### src/rtl/ifu_prefetch.sv
// Instruction fetch unit: owns the fetch PC, issues single-outstanding
// word requests to instruction memory and buffers returned words in a FIFO
// whose head is presented to decode through a valid/ready handshake.
module ifu_prefetch #(
  parameter int unsigned     XLEN     = 32,
  parameter int unsigned     DEPTH    = 4,
  parameter logic [XLEN-1:0] RESET_PC = '0
) (
  input  logic            clk_i,
  input  logic            rst_i,
  input  logic            redirect_en_i,
  input  logic [XLEN-1:0] redirect_pc_i,
  output logic            imem_req_o,
  output logic [XLEN-1:0] imem_addr_o,
  input  logic            imem_gnt_i,
  input  logic            imem_rvalid_i,
  input  logic [XLEN-1:0] imem_rdata_i,
  output logic            inst_valid_o,
  output logic [XLEN-1:0] inst_data_o,
  output logic [XLEN-1:0] inst_pc_o,
  input  logic            inst_ready_i
);

  localparam int unsigned PTR_W = (DEPTH > 1) ? $clog2(DEPTH) : 1;
  localparam int unsigned CNT_W = PTR_W + 1;

  typedef enum logic [1:0] {S_IDLE, S_REQ, S_WAIT, S_DRAIN} state_e;

  state_e            state_q, state_d;
  logic [XLEN-1:0]   fetch_pc_q, fetch_pc_d;
  logic [XLEN-1:0]   pending_pc_q, pending_pc_d;
  logic [PTR_W-1:0]  wr_ptr_q, wr_ptr_d;
  logic [PTR_W-1:0]  rd_ptr_q, rd_ptr_d;
  logic [CNT_W-1:0]  count_q, count_d;
  logic [XLEN-1:0]   data_mem_q [DEPTH];
  logic [XLEN-1:0]   data_mem_d [DEPTH];
  logic [XLEN-1:0]   pc_mem_q   [DEPTH];
  logic [XLEN-1:0]   pc_mem_d   [DEPTH];
  logic              req_q, req_d;
  logic [XLEN-1:0]   addr_q, addr_d;
  logic              valid_q, valid_d;
  logic [XLEN-1:0]   head_data_q, head_data_d;
  logic [XLEN-1:0]   head_pc_q, head_pc_d;
  logic              push_c;
  logic              pop_c;

  // Next-state: FIFO bookkeeping, fetch FSM, registered bus and head outputs
  always_comb begin
    state_d      = state_q;
    fetch_pc_d   = fetch_pc_q;
    pending_pc_d = pending_pc_q;
    wr_ptr_d     = wr_ptr_q;
    rd_ptr_d     = rd_ptr_q;
    count_d      = count_q;
    data_mem_d   = data_mem_q;
    pc_mem_d     = pc_mem_q;
    req_d        = 1'b0;
    addr_d       = '0;
    valid_d      = 1'b0;
    head_data_d  = '0;
    head_pc_d    = '0;

    // Redirect overrides both FIFO ports in the same cycle
    push_c = (state_q == S_WAIT) && imem_rvalid_i && !redirect_en_i;
    pop_c  = valid_q && inst_ready_i && !redirect_en_i;

    if (push_c) begin
      data_mem_d[wr_ptr_q] = imem_rdata_i;
      pc_mem_d[wr_ptr_q]   = pending_pc_q;
      wr_ptr_d             = wr_ptr_q + PTR_W'(1);
    end
    if (pop_c) begin
      rd_ptr_d = rd_ptr_q + PTR_W'(1);
    end
    count_d = count_q + CNT_W'(push_c) - CNT_W'(pop_c);

    if (redirect_en_i) begin
      fetch_pc_d = redirect_pc_i & ~XLEN'(3);
      wr_ptr_d   = '0;
      rd_ptr_d   = '0;
      count_d    = '0;
    end

    unique case (state_q)
      S_IDLE: begin
        if (!redirect_en_i && (count_q < CNT_W'(DEPTH))) state_d = S_REQ;
      end
      S_REQ: begin
        if (imem_gnt_i) begin
          // A granted request is outstanding even if we redirect now
          state_d      = redirect_en_i ? S_DRAIN : S_WAIT;
          pending_pc_d = fetch_pc_q;
          if (!redirect_en_i) fetch_pc_d = fetch_pc_q + XLEN'(4);
        end else if (redirect_en_i) begin
          state_d = S_IDLE;
        end
      end
      S_WAIT: begin
        if (imem_rvalid_i) begin
          if (redirect_en_i)                      state_d = S_IDLE;
          else if (count_d < CNT_W'(DEPTH))       state_d = S_REQ;
          else                                    state_d = S_IDLE;
        end else if (redirect_en_i) begin
          state_d = S_DRAIN;
        end
      end
      S_DRAIN: begin
        if (imem_rvalid_i) state_d = S_IDLE;
      end
      default: state_d = S_IDLE;
    endcase

    if (state_d == S_REQ) begin
      req_d  = 1'b1;
      addr_d = fetch_pc_d;
    end

    // Head reads the post-write image so a push into an empty FIFO shows next cycle
    if (count_d != '0) begin
      valid_d     = 1'b1;
      head_data_d = data_mem_d[rd_ptr_d];
      head_pc_d   = pc_mem_d[rd_ptr_d];
    end
  end

  // State register with synchronous reset
  always_ff @(posedge clk_i) begin
    if (rst_i) begin
      state_q      <= S_IDLE;
      fetch_pc_q   <= RESET_PC;
      pending_pc_q <= '0;
      wr_ptr_q     <= '0;
      rd_ptr_q     <= '0;
      count_q      <= '0;
      for (int i = 0; i < int'(DEPTH); i++) begin
        data_mem_q[i] <= '0;
        pc_mem_q[i]   <= '0;
      end
      req_q        <= 1'b0;
      addr_q       <= '0;
      valid_q      <= 1'b0;
      head_data_q  <= '0;
      head_pc_q    <= '0;
    end else begin
      state_q      <= state_d;
      fetch_pc_q   <= fetch_pc_d;
      pending_pc_q <= pending_pc_d;
      wr_ptr_q     <= wr_ptr_d;
      rd_ptr_q     <= rd_ptr_d;
      count_q      <= count_d;
      data_mem_q   <= data_mem_d;
      pc_mem_q     <= pc_mem_d;
      req_q        <= req_d;
      addr_q       <= addr_d;
      valid_q      <= valid_d;
      head_data_q  <= head_data_d;
      head_pc_q    <= head_pc_d;
    end
  end

  assign imem_req_o   = req_q;
  assign imem_addr_o  = addr_q;
  assign inst_valid_o = valid_q;
  assign inst_data_o  = head_data_q;
  assign inst_pc_o    = head_pc_q;

endmodule

### config.mk
export PLATFORM = sky130hd
export DESIGN_NAME = ifu_prefetch
export DESIGN_NICKNAME = d
export VERILOG_FILES = /design/src/rtl/ifu_prefetch.sv
export SDC_FILE = /design/constraint.sdc
export NUM_CORES = 1
export LEC_CHECK = 0
export BUFFER_PORTS_ARGS = -buffer_cell sky130_fd_sc_hd__buf_2
export CAP_MARGIN = 30
export CORE_UTILIZATION = 45
export DETAILED_ROUTE_END_ITERATION = 8
export GPL_TIMING_DRIVEN = 0
export PLACE_DENSITY = 0.65
export RECOVER_POWER = 50
export SLEW_MARGIN = 20
export SYNTH_ARGS = -nofsm -noshare
export SYNTH_HDL_FRONTEND = slang
export SYNTH_SLANG_ARGS = --single-unit
### constraint.sdc
create_clock -name clk_i -period 4.5 [get_ports clk_i]
set_input_delay 1.125 -clock clk_i [delete_from_list [all_inputs] [get_ports clk_i]]
set_output_delay 1.125 -clock clk_i [all_outputs]
set_load 0.02 [all_outputs]
-- Word level (Yosys, flattened, before mapping)
Index checks and enable logic that the tools add are counted.
- bits in registers: 427
- output and inout port bits: 98
- word-level logic and storage cells: 81
- add/sub/neg operators: 5
- order comparisons: 5
- eq/ne operators: 4
- mux-type cells: 31
- bitwise logic cells: 4
- reduce and logical (&&, ||, !) cells: 13
- operators by type and width (operator ; number):
    $mux 32 ; 9
    $bwmux 128 ; 2
    $mux 128 ; 2
    $bmux 32 s2 ; 2
    $demux 32 s2 ; 1
    $add 32x3->32 const B ; 1
    $mux 2 ; 8
    $pmux 2 s4 ; 1
    $ge 3x3->1 const B ; 2
    $logic_and 1x1->1 ; 6
    $lt 3x3->1 const B ; 2
    $not 2->3 ; 2
    $reduce_or 2->1 ; 3
    $mux 1 ; 5
    $add 2x1->2 const B ; 2
    $eq 2x1->1 const B ; 2
    $eq 2x2->1 const B ; 2
    $add 3x1->3 ; 1
    $lt 3x1->1 const B ; 1
    $mux 3 ; 1
    $reduce_bool 3->1 ; 1
    $sub 3x1->3 ; 1
    $logic_not 2->1 ; 1
    $not 1->1 ; 2
    other kinds (2) ; 2

-- Longest topological paths before layout
- depth after elaboration: 14
- mapped depth: 15

-- Least setup slack after synthesis
No wires, ideal clock.
- kind: input port to flip-flop
- from: input redirect_en_i
- to: register head_pc_q[12], in the netlist inst_pc_o[12]
- data arrival time: 4.153 ns
- slack: 0.203 ns
- stages: 15
- path buffers: 4
- cell sequence: buf_2 buf_1 clkbuf_1 nor2_1 ha_1 inv_1 ha_1 inv_1 fa_1 xor2_1 xnor2_1 a31oi_4 o21ai_2 clkbuf_1 o32ai_2
- longest elaborated chain between the ends: 8
- elaborated cells on any way between the ends: 16
- those cells by class: add/sub: 2; mux: 7; bitwise: 2; reduce/logical: 5
- ends and longest elaborated chain (what ; line ; source):
    start: declaration ; 11 ; input logic redirect_en_i,
    $logic_not 1->1 ; n/a ;
    $logic_and 1x1->1, on equally long branches ; 64, 65 ;
    $add 3x1->3 or $mux 2 (tied branches) ; 75, 72 ;
    $sub 3x1->3 or $mux 2 (tied branches) ; 75, 77 ;
    $mux 3 or $not 2->3 (tied branches) ; 77, 122 ;
    $reduce_bool 3->1 or $bmux 32 s2 (tied branches) ; 119, 122 ;
    $not 1->1 (no line) or $mux 32 (tied branches) ; n/a ;
    $reduce_or 2->1 (no line) or $mux 32 (tied branches) ; n/a ;
    end signal: assignment ; 157 ; head_pc_q <= head_pc_d;
    end: declaration ; 43 ; logic [XLEN-1:0] head_pc_q, head_pc_d;
Parallel ways exist; a longest one is shown, timed or not. The select of a mux whose other input is x is not followed.
A chain may end at the register's enable or synchronous reset.

-- Worst setup path in the final report
- from: input redirect_en_i
- to: register head_pc_q[13], in the netlist inst_pc_o[13]
The elaborated chain is that of the path after synthesis.

==> results.json <==
{
  "outcome": "finished clean",
  "ys_seq_area_frac": 0.5060,
  "fin_ws_ns": 0.1865,
  "p_clk_frac": 0.471,
  "die_area_um2": 38320,
  "first_global_vias": 14570,
  "rsz0062_at_grt": "false",
  "globalplace.congestion": 0.8802,
  "place_ws_ns": -1.347,
  "p_sw_mw": 1.840,
  "drt_iter0_drc": 1085,
  "core_area_um2": 36790,
  "period_needed_ns": 4.314,
  "cts_buffers": 44,
  "dr_total_vias": 15370,
  "ff_latch_area_um2": 8548,
  "drtAntennaViolNets": 0,
  "post_cts_resized": 8,
  "clk_path_buf_depth": 3,
  "fin_skew_ns": 0.01122,
  "p_total_mw": 8.020,
  "ys_seq_elements": 427,
  "dp.final_hpwl_um": 35390,
  "yosys.area.top_type": "dfxtp_1",
  "worst_path_max_delay_cell": "clkbuf_2",
  "critPathArrivalTime_ns": 4.73,
  "final_nets": 2347,
  "post_cts_buffers": 0,
  "yosysMostFrequentCell": "nand2_1",
  "synth_edf_count": 0,
  "htreeDepth": 2,
  "ys_warn_count": 0,
  "crit_family": "buffers and inverters",
  "viasPerCell": 5.550,
  "cpPeakStageDelay_ns": 0.47,
  "path_cells": "buf_2 > buf_2 > buf_2 > clkbuf_2 > nor2_1 > ha_1 > inv_1 > ha_1 > inv_1 > fa_1 > xor2_1 > xnor2_1 > a31oi_4 > o21ai_2 > clkbuf_2 > o32ai_2",
  "grt_max_degree": 15,
  "port_buffers": 164,
  "max_slew_margin": 0.3693,
  "r2r_cells": 14,
  "reg2reg_from": "state_q[1]$_SDFF_PP0_",
  "wl_per_cell_um": 18.41,
  "hold_path_class": "reg -> reg",
  "route.detailed.drc": 0,
  "drive_gt1_frac": 0.09079,
  "timing.final.hold_violations": 0,
  "cts_sinks": 427,
  "critical_path_peak_fanout": 10,
  "cts_root_buf": "clkbuf_16",
  "syn_area_per_cell_um2": 8.204,
  "required_ns": 4.91,
  "peakVddDrop_mv": 0.2721,
  "grt_pass1_wl_um": 80270,
  "synth_area_leaders": "dfxtp_1 51%, nand2_1 13%, a21oi_1 8.9%",
  "power_frac_comb": 0.044,
  "cap_violations": 0,
  "clock_latency_ns": 0.57,
  "finalMaxSlewViolations": 0,
  "max_freq_mhz": 231.8,
  "start_kind": "primary input",
  "overflow": 0,
  "synth_cell_type_count": 57,
  "hold_ws_ns": 0.4544,
  "cp.depth": 16,
  "hold_buffers": 0,
  "worstSetupStartpoint": "redirect_en_i",
  "seqPwrFrac": 0.484,
  "power.density_nw_per_um2": 407.6,
  "cp.buffers_inverters": 7,
  "finalCritPeriodShare": 0.9586,
  "fill_cells": 3510,
  "worst_pin_slew_ns": 0.9460,
  "path_clk_slew_ns": 0.06,
  "grt_usage": 0.2632,
  "multi_input_area_um2": 7560,
  "synth_top_area_frac": 0.5060,
  "syn_area_um2": 16890,
  "cp_common_cell": "buf_2",
  "synthToLayoutAreaGrowth_pct": 16.48,
  "die_w_um": 195.8,
  "fin_util": 0.5349,
  "switching_share": 0.2295,
  "synthCells": 2059,
  "routed_wl_um": 50980,
  "fp-row-count": 70,
  "leakagePower_nw": 6.520,
  "antennaDiodeCount": 0,
  "whs_path_depth": 2,
  "synth_nets": 2137,
  "setup_viol": 0,
  "io_pins": 168,
  "intPower_mw": 6.180,
  "worstSetupPathType": "in -> reg",
  "cp-end-kind": "flop",
  "ys_top_cells_by_count": "593 x nand2_1, 427 x dfxtp_1, 299 x a21oi_1",
  "cts_tree": "yes",
  "hold_start": "data_mem_q[89]$_SDFF_PP0_",
  "die_h_um": 195.8,
  "fin_setup_tns_ns": 0,
  "synthArstFlopShare": 0,
  "synth_top_flop_cell": "dfxtp_1",
  "start_util": 0.4592,
  "antenna_found_initial": 1,
  "first_pass_iters": 5
}
-- cell type report --
class / count / area share
Timing Repair Buffer: 164 / 0.03542
Clock buffer: 63 / 0.06626
Multi-Input combinational cell: 1451 / 0.3842
Clock inverter: 16 / 0.009602
Buffer: 164 / 0.03707
Tap cell: 468 / 0.02976
Inverter: 17 / 0.003243
Sequential cell: 427 / 0.4344
-- placed cells by master, fill, tap and decap left out, types with 38 or more instances in the layout --
cell and n:
nand2_1 592, a21oi_1 299, o21ai_0 43, clkbuf_16 45, buf_2 73, dfxtp_1 427
clkbuf_1 226, o22ai_1 64, o22a_1 63, nor2_1 147, o32ai_1 38
-- registers in the layout, indices dropped and copies added (netlist names), 2 cells and up --
signal	flops
count_q	3
wr_ptr_q	2
pc_mem_q	128
pending_pc_q	32
rd_ptr_q	2
imem_addr_o	32
state_q	2
inst_pc_o	32
data_mem_q	128
inst_data_o	32
fetch_pc_q	32
-- worst paths after layout --
path                                    end  slack (ns)
hold reg to reg   data_mem_q[89]$_SDFF_PP0_        0.45
setup reg to reg   inst_pc_o[13]$_SDFF_PP0_        0.97
setup / recovery   inst_pc_o[13]$_SDFF_PP0_        0.19
hold / removal    data_mem_q[89]$_SDFF_PP0_        0.45
-- routing by layer --
layer | global-route usage | wire length, µm | up-vias
met4 | 0.1024 | 1637 | 2
met3 | 0.04418 | 3695 | 113
met1 | 0.3538 | 22540 | 7193
met2 | 0.4224 | 23090 | 576
met5 | 0 | 13 | -
li1 | - | - | 7490
-- stage by stage --
stage / cell area, µm² / instances
after CTS: 19800 / 2770
final: 19680 / 2770
after global routing: 19680 / 2770
after global placement: 18300 / 2691
after detailed placement: 18300 / 2691
after floorplan: 16890 / 2059
-- tightest hold or removal path, delay by kind of cell (launching register included) --
kind / cells / cell delay, ns
AOI/OAI and AO/OA: 1 / 0.05
and+or+nand+nor: 1 / 0.05
DFF: 1 / 0.31
-- logic make-up (layout without fill, tap and decap cells) --
| kind of cell | after synthesis | in the layout | share of synthesized area |
|---|---|---|---|
| AO/OA/AOI/OAI | 578 | 578 | 0.2222 |
| flip-flops | 427 | 427 | 0.5060 |
| AND/OR/NAND/NOR | 834 | 834 | 0.1995 |
| buffers and inverters | 181 | 424 | 0.04674 |
| multiplexers | 16 | 16 | 0.01141 |
| XOR/XNOR | 15 | 15 | 0.007777 |
| adder cells (fa/ha/maj) | 8 | 8 | 0.006370 |
-- power by group through the flow --
stage               sequential, mW  combinational, mW  clock [mW]
floorplan                     3.98              0.180           0
global placement              3.97              0.358           0
detailed placement            3.97              0.361           0
CTS                           3.88              0.364        3.83
global route                  3.89              0.388        3.97
finish                        3.88              0.357        3.78
No activity file was read; power rests on OpenSTA's default activity.
